`src/rtl/asm_cfg_arbiter.sv`:
```
// asm_cfg_arbiter: round-robin arbiter that serialises two masters' register requests onto a single-cycle register-file port
// Ports: clk_i, reset_n_i (sync, active-low)
//        mX_req_*  : valid/ready request (wben != 0 means write, addr, wdata), X = 0/1
//        mX_resp_* : response held until taken (rdata, err)
//        config_*  : register-file strobe, byte enables, address, write data; rdata valid the cycle after en
module asm_cfg_arbiter #(
  parameter int TCU_REG_ADDR_SIZE = 32,
  parameter int TCU_REG_DATA_SIZE = 64,
  parameter int TCU_REG_BSEL_SIZE = 8,
  parameter logic [TCU_REG_ADDR_SIZE-1:0] ADDR_LIMIT = 'h30
) (
  input  logic                         clk_i,
  input  logic                         reset_n_i,
  input  logic                         m0_req_valid_i,
  output logic                         m0_req_ready_o,
  input  logic [TCU_REG_BSEL_SIZE-1:0] m0_req_wben_i,
  input  logic [TCU_REG_ADDR_SIZE-1:0] m0_req_addr_i,
  input  logic [TCU_REG_DATA_SIZE-1:0] m0_req_wdata_i,
  output logic                         m0_resp_valid_o,
  input  logic                         m0_resp_ready_i,
  output logic [TCU_REG_DATA_SIZE-1:0] m0_resp_rdata_o,
  output logic                         m0_resp_err_o,
  input  logic                         m1_req_valid_i,
  output logic                         m1_req_ready_o,
  input  logic [TCU_REG_BSEL_SIZE-1:0] m1_req_wben_i,
  input  logic [TCU_REG_ADDR_SIZE-1:0] m1_req_addr_i,
  input  logic [TCU_REG_DATA_SIZE-1:0] m1_req_wdata_i,
  output logic                         m1_resp_valid_o,
  input  logic                         m1_resp_ready_i,
  output logic [TCU_REG_DATA_SIZE-1:0] m1_resp_rdata_o,
  output logic                         m1_resp_err_o,
  output logic                         config_en_o,
  output logic [TCU_REG_BSEL_SIZE-1:0] config_wben_o,
  output logic [TCU_REG_ADDR_SIZE-1:0] config_addr_o,
  output logic [TCU_REG_DATA_SIZE-1:0] config_wdata_o,
  input  logic [TCU_REG_DATA_SIZE-1:0] config_rdata_i
);
  localparam logic [1:0] IDLE = 2'd0, ISSUE = 2'd1, CAPTURE = 2'd2, RESP = 2'd3;
  logic [1:0] state;
  logic last, gnt, err, sel, legal, idle, accept, resp_taken;
  logic [TCU_REG_DATA_SIZE-1:0] rdata;
  logic [TCU_REG_BSEL_SIZE-1:0] sel_wben;
  logic [TCU_REG_ADDR_SIZE-1:0] sel_addr;
  logic [TCU_REG_DATA_SIZE-1:0] sel_wdata;
  // On a tie the master that was not granted last wins; a lone requester always wins.
  always_comb begin
    idle = state == IDLE;
    sel = (m0_req_valid_i & m1_req_valid_i) ? ~last : m1_req_valid_i;
    accept = idle & (m0_req_valid_i | m1_req_valid_i);
    sel_wben = sel ? m1_req_wben_i : m0_req_wben_i;
    sel_addr = sel ? m1_req_addr_i : m0_req_addr_i;
    sel_wdata = sel ? m1_req_wdata_i : m0_req_wdata_i;
    legal = sel_addr < ADDR_LIMIT && sel_addr[2:0] == 3'd0;
    resp_taken = gnt ? m1_resp_ready_i : m0_resp_ready_i;
  end
  assign m0_req_ready_o = idle & m0_req_valid_i & ~sel;
  assign m1_req_ready_o = idle & m1_req_valid_i & sel;
  assign config_en_o = state == ISSUE;
  assign m0_resp_valid_o = state == RESP && !gnt;
  assign m1_resp_valid_o = state == RESP && gnt;
  assign m0_resp_rdata_o = m0_resp_valid_o ? rdata : '0;
  assign m1_resp_rdata_o = m1_resp_valid_o ? rdata : '0;
  assign m0_resp_err_o = m0_resp_valid_o & err;
  assign m1_resp_err_o = m1_resp_valid_o & err;
  always_ff @(posedge clk_i) begin
    if (!reset_n_i) begin
      state <= IDLE;
      last <= 1'b1;
      gnt <= 1'b0;
      err <= 1'b0;
      rdata <= '0;
      config_wben_o <= '0;
      config_addr_o <= '0;
      config_wdata_o <= '0;
    end else begin
      if (accept) begin
        last <= sel;
        gnt <= sel;
        err <= ~legal;
        rdata <= '0;
        state <= legal ? ISSUE : RESP;
        if (legal) begin
          config_wben_o <= sel_wben;
          config_addr_o <= sel_addr;
          config_wdata_o <= sel_wdata;
        end
      end
      if (state == ISSUE) state <= CAPTURE;
      if (state == CAPTURE) begin
        state <= RESP;
        rdata <= |config_wben_o ? '0 : config_rdata_i;
      end
      if (state == RESP && resp_taken) state <= IDLE;
    end
  end
endmodule
```
`config.mk`:
```
export PLATFORM = sky130hd
export DESIGN_NAME = asm_cfg_arbiter
export DESIGN_NICKNAME = d
export VERILOG_FILES = /design/src/rtl/asm_cfg_arbiter.sv
export SDC_FILE = /design/constraint.sdc
export NUM_CORES = 1
export LEC_CHECK = 0
export ABC_AREA = 1
export BUFFER_PORTS_ARGS = -buffer_cell sky130_fd_sc_hd__buf_2
export CORE_AREA = 2 2 203 205
export DETAILED_ROUTE_END_ITERATION = 16
export DIE_AREA = 0 0 205 207
export GPL_ROUTABILITY_DRIVEN = 0
export HOLD_SLACK_MARGIN = 0.05
export SYNTH_ARGS = -nofsm -noshare
export SYNTH_HDL_FRONTEND = slang
export SYNTH_SLANG_ARGS = --single-unit
export TNS_END_PERCENT = 1
```
`constraint.sdc`:
```
create_clock -name clk_i -period 1.8 [get_ports clk_i]
set_input_delay 0.27 -clock clk_i [delete_from_list [all_inputs] [get_ports clk_i]]
set_output_delay 0.27 -clock clk_i [all_outputs]
set_load 0.01 [all_outputs]
```
# Yosys cells after proc, flatten, opt, wreduce, memory -nomap -nowiden
# Index checks and enable logic that the tools add are counted.
[op_classes] magnitude_cmp=1 eq_ne=3 mux=14 n_bitwise=13 reduce_logical=12
[ops] op="$mux 64" n=6
[ops] op="$lt 32x6->1 const B" n=1
[ops] op="$mux 32" n=1
[ops] op="$and 1x1->1" n=8
[ops] op="$mux 2" n=4
[ops] op="$mux 8" n=1
[ops] op="$reduce_or 8->1" n=1
[ops] op="$eq 2x2->1 const B" n=2
[ops] op="$logic_and 1x1->1" n=4
[ops] op="$not 1->1" n=4
[ops] op="$logic_not 3->1" n=1
[ops] op="$reduce_bool 3->1" n=1
[ops] op="$eq 2x1->1 const B" n=1
[ops] op="$logic_not 2->1" n=1
[ops] op="$mux 1" n=2
[ops] op="$reduce_and 2->1" n=1
[ops] op="$reduce_bool 2->1" n=1
[ops] op="$reduce_or 2->1" n=1
[ops] op="$logic_not 1->1" n=1
[ops] op="$or 1x1->1" n=1
[word_totals] ff_bits=173 inputBits=278 out_inout_bits=239

# Logic depth before layout (Yosys ltp)
[depth] depth_word=9 mapped_depth=14

# Worst setup path before layout
# OpenSTA, ideal clock, no wires.
[synth_timing] path_kind="register to register" startpoint="register last" endpoint="register config_addr_o[11]" setup_time_ps=128 arrival_time_ps=1692 t_required_ps=1672 slack_ps=-19 stages_incl_launch_ff=15 path_buffers=3 path_cell_list="dfxtp_1 > nand2_2 > nand2_4 > buf_4 > nand2_1 > nand2_1 > nand2_1 > nor2_1 > nand2_1 > nor2_1 > nand3_2 > buf_6 > buf_2 > nand2_1 > nor2_1"
[synth_via] elab_chain_len=6 word_cells_on_any_way=7
[synth_rtl] element="start: declaration" line_no="40" rtl="logic last, gnt, err, sel, legal, idle, accept, resp_taken;"
[synth_rtl] element="start signal: assignment" line_no="77" rtl="last <= sel;"
[synth_rtl] element="$not 1->1 (*)" line_no="48" rtl="sel = (m0_req_valid_i & m1_req_valid_i) ? ~last : m1_req_valid_i;"
[synth_rtl] element="$mux 1 (*)" line_no="48"
[synth_rtl] element="$mux 32 (*)" line_no="51" rtl="sel_addr = sel ? m1_req_addr_i : m0_req_addr_i;"
[synth_rtl] element="$lt 32x6->1 or $logic_not 3->1 (tied branches)" line_no="53" rtl="legal = sel_addr < ADDR_LIMIT && sel_addr[2:0] == 3'd0;"
[synth_rtl] element="$logic_and 1x1->1" line_no="53"
[synth_rtl] element="$reduce_and 2->1 (no source line)"
[synth_rtl] element="end signal: assignment" line_no="84" rtl="config_addr_o <= sel_addr;"
[synth_rtl] element="end: declaration" line_no="34" rtl="output logic [TCU_REG_ADDR_SIZE-1:0] config_addr_o,"
# Mark *: on every way between the ends. The rest lies on a longest branch, timed or not.
# A chain may end at the register's enable or synchronous reset.

# Final worst setup path
[layout_timing] startpoint="register last" endpoint="register state[1]"
[layout_via] elab_chain_len=9 word_cells_on_any_way=10
[layout_rtl] element="$not 1->1 (*)" line_no="48"
[layout_rtl] element="$mux 1 (*)" line_no="48"
[layout_rtl] element="$mux 32 (*)" line_no="51"
[layout_rtl] element="$lt 32x6->1 or $logic_not 3->1 (tied branches)" line_no="53"
[layout_rtl] element="$logic_and 1x1->1 (*)" line_no="53"
[layout_rtl] element="$mux 2 (*)" line_no="81" rtl="state <= legal ? ISSUE : RESP;"
[layout_rtl] element="$mux 2 (*)" line_no="76" rtl="if (accept) begin"
[layout_rtl] element="$mux 2 (*)" line_no="88" rtl="if (state == ISSUE) state <= CAPTURE;"
[layout_rtl] element="$mux 2 (*)" line_no="89" rtl="if (state == CAPTURE) begin"
[layout_rtl] element="end signal: assignment" line_no="81"
[layout_rtl] element="end: declaration" line_no="39" rtl="logic [1:0] state;"
# Mark *: on every way between the ends. The rest lies on a longest branch, timed or not. The select of a mux whose other input is x is not followed.

==> results.yml <==
die:
  die-area_sq_mm: 0.04244
  io_pins: 517
  row_count: 74
  die_x_um: 205
  die_y_um: 207
  core_region_area_sq_mm: 0.04037
  floorplan.initialDensity_pct: 21.90
setup_path:
  r2r-end: "state[1]"
  crit_slowest_cell: "dfxtp_2"
  timing_worst_setup_path_type: "reg2reg"
  arrival_ns: 2.44
  r2r-start: "last"
  cp-start-kind: "flop"
  slowest_delay_ns: 0.34
  worst-r2r-cell-count: 17
  cp-end-kind: "flop"
  worst_ep_required_time_ns: 2.19
  crit_chain: "nand2_4 > nand2_8 > bufbuf_16 > nand2_1 > nand2_1 > nand2_1 > nor2_1 > nand2_1 > nor2_4 > buf_4 > buf_4 > buf_4 > buf_4 > buf_4 > nand2_2 > nand2_1 > a21oi_1"
  ff2ff_setup_slack_ns: -0.25
  worstPathMaxFanout: 6
sta:
  worst_clock_skew_ns: 0.01628
  slew_headroom_pct: 63.11
  finalHoldViolations: 0
  worst_pin_slew_ns: 0.5513
  period_share_pct: 114.0
  worst_slack_ns: -0.2513
  grt_setup_unrepaired: "yes"
  setup_viol: 212
  period_minus_slack_ns: 2.051
  slew_viol_final: 0
  tns_ns: -26.72
  max_freq_mhz: 487.5
cells_and_area:
  layout_common_cells: "nand2_1, buf_2, nor2_1"
  postLayoutCellArea_sq_mm: 0.01343
  area_growth_syn_to_layout_pct: 51.87
  nFillCells: 4468
  fin_nets: 2312
  final_util_pct: 33.26
  final_common_cell: "nand2_1"
  drive_gt1_share_pct: 32.05
synth:
  ys.warnings.count: 0
  synth_cell_type_count: 22
  syn_nets: 1777
  synth_cells: 1499
  syn-mean-instance-area_sq_um: 5.898
  synth_seq_cells: 173
  synthesis.area_sq_mm: 0.008841
  yosysSeqAreaShare_pct: 39.17
detailed_routing:
  wl_per_cell_um: 13.16
  drtAntennaViolNets: 0
  via_per_inst: 4.219
  vias: 10890
  routed_wirelength_um: 33960
  first_iter_violations: 816
  drtPass1Iterations: 7
  drc: 0
place:
  hpwl_um: 25610
  placedInstanceArea_sq_mm: 0.01230
  port_buffers: 516
cts:
  cts_buffer_depth: 2
  cts_tree: "yes"
  insertion_delay_ns: 0.45
  cts-root-buf: "clkbuf_16"
  cts.sinks: 173
  cts_max_level: 4
  cts_made_buffers: 17
  path_clk_slew_ns: 0.08
run_status:
  violations: "setup timing"
  status: "finished, violations left"
global_route:
  grt_max_degree: 78
  grt_pass1_wl_um: 52170
  grt.total_usage_pct: 15.49
  gr-total-overflow: 0
  antenna_found_initial: 2
  grt_pass1_vias: 10090
flow_run:
  maxCapViolCount: 0
power:
  powerDensity_mw_per_mm2: 727.2
  p_leak_uw: 0.007452
  peakVddDrop_v: 0.0006417
worst_hold_path:
  hold_start: "config_rdata_i[38]"
  min_delay_worst_endpoint: "rdata[38]"
  hold_depth: 3
  hold_class: "in2reg"
==> per-layer routing <==
| metal | vias to the layer above | GRT usage [%] | share of wire, % |
|---|---|---|---|
| met2 | 417 | 26.98 | 49 |
| met1 | 4906 | 18.39 | 41 |
| met4 | 2 | 5.433 | 2.2 |
| li1 | 5501 | - | - |
| met5 | - | 0 | 0.021 |
| met3 | 60 | 3.744 | 8.0 |
==> through the flow <==
| step | power (uW) | instances | hold slack (ns) | setup slack (ns) |
|---|---|---|---|---|
| after floorplan | 4931 | 1499 | 0.4328 | 0.002619 |
| after global placement | 5643 | 2515 | 0.4220 | -0.2597 |
| after detailed placement | 5659 | 2515 | 0.4244 | -0.3362 |
| after global routing | 10240 | 2580 | 0.06241 | -0.4463 |
| after CTS | 9895 | 2579 | 0.05006 | -0.2829 |
| final | 9764 | 2580 | 0.08907 | -0.2513 |
==> cells in the mapped netlist <==
cell,number,area [sq um]
nand2_2,1,6.260
inv_1,184,690.7
buf_2,14,70.07
nor3_1,1,5.000
buf_1,6,22.52
clkbuf_1,62,232.7
nand2_1,546,2049
buf_6,9,101.4
inv_2,1,3.750
nand4_1,1,6.260
nand2_4,1,11.26
nand3b_1,25,187.7
o211ai_1,1,7.510
a21oi_1,67,335.3
nor2_2,1,6.260
a221o_1,1,10.01
nand3_1,68,340.3
buf_4,4,30.03
dfxtp_1,173,3463
nor2_1,328,1231
nand3_2,1,10.01
o21ai_1,4,20.02
==> final cells by class <==
type | instances | area, sq um | area share, %
antenna | 1 | 2.502 | 0.01864
clock buffer | 20 | 466.7 | 3.476
clock inverter | 12 | 173.9 | 1.295
inverter | 185 | 709.4 | 5.284
multi-input combinational | 1046 | 4335 | 32.29
sequential | 173 | 3466 | 25.81
tap | 532 | 665.6 | 4.958
timing repair buffer | 611 | 3607 | 26.87
==> worst max-delay path: cells and delay by family (launching register included) <==
kind | cells | cell delay, ns
buffers and inverters | 6 | 0.88
AND/OR/NAND/NOR | 10 | 0.66
flip-flops | 1 | 0.34
AO/OA/AOI/OAI | 1 | 0.13
==> timing repair <==
action | CTS | global route
pin swaps | 3 | 1
hold buffers | 22 | 0
endpoints found under the setup margin | 237 | 238
endpoints found under the hold margin | 22 | 0
cloned | 3 | 0
gates resized for setup | 23 | 14
setup buffers | 7 | 0
==> logic make-up after synthesis <==
group	share of synthesized area (%)
and+or+nand+nor	43.59
AOI/OAI and AO/OA	4.217
buffers and inverters	13.02
DFF	39.17
==> how the worst max path moves through the flow <==
stage	start	to	cells past startpoint
final	last	state[1]	17
after global routing	last	config_wdata_o[5]	15
after CTS	last	config_wdata_o[5]	14
after detailed placement	m0_req_valid_i	config_wdata_o[17]	16
after global placement	m0_req_valid_i	config_wdata_o[4]	15
after floorplan	last	config_addr_o[11]	14
==> sequential cells by signal (all words and copies together), names as in the netlist <==
signal and cells:
config_wben_o 8, last 1, config_addr_o 32, config_wdata_o 64, gnt 1, err 1, rdata 64, state 2
==> report_power, final <==
group	leakage [uW]	switching (uW)	internal, uW
sequential	0.00140	67.5	3940
clock	0.000313	1710	2330
combinational	0.00574	974	729
total	0.00745	2760	7010
No activity file was read; power rests on OpenSTA's default activity.
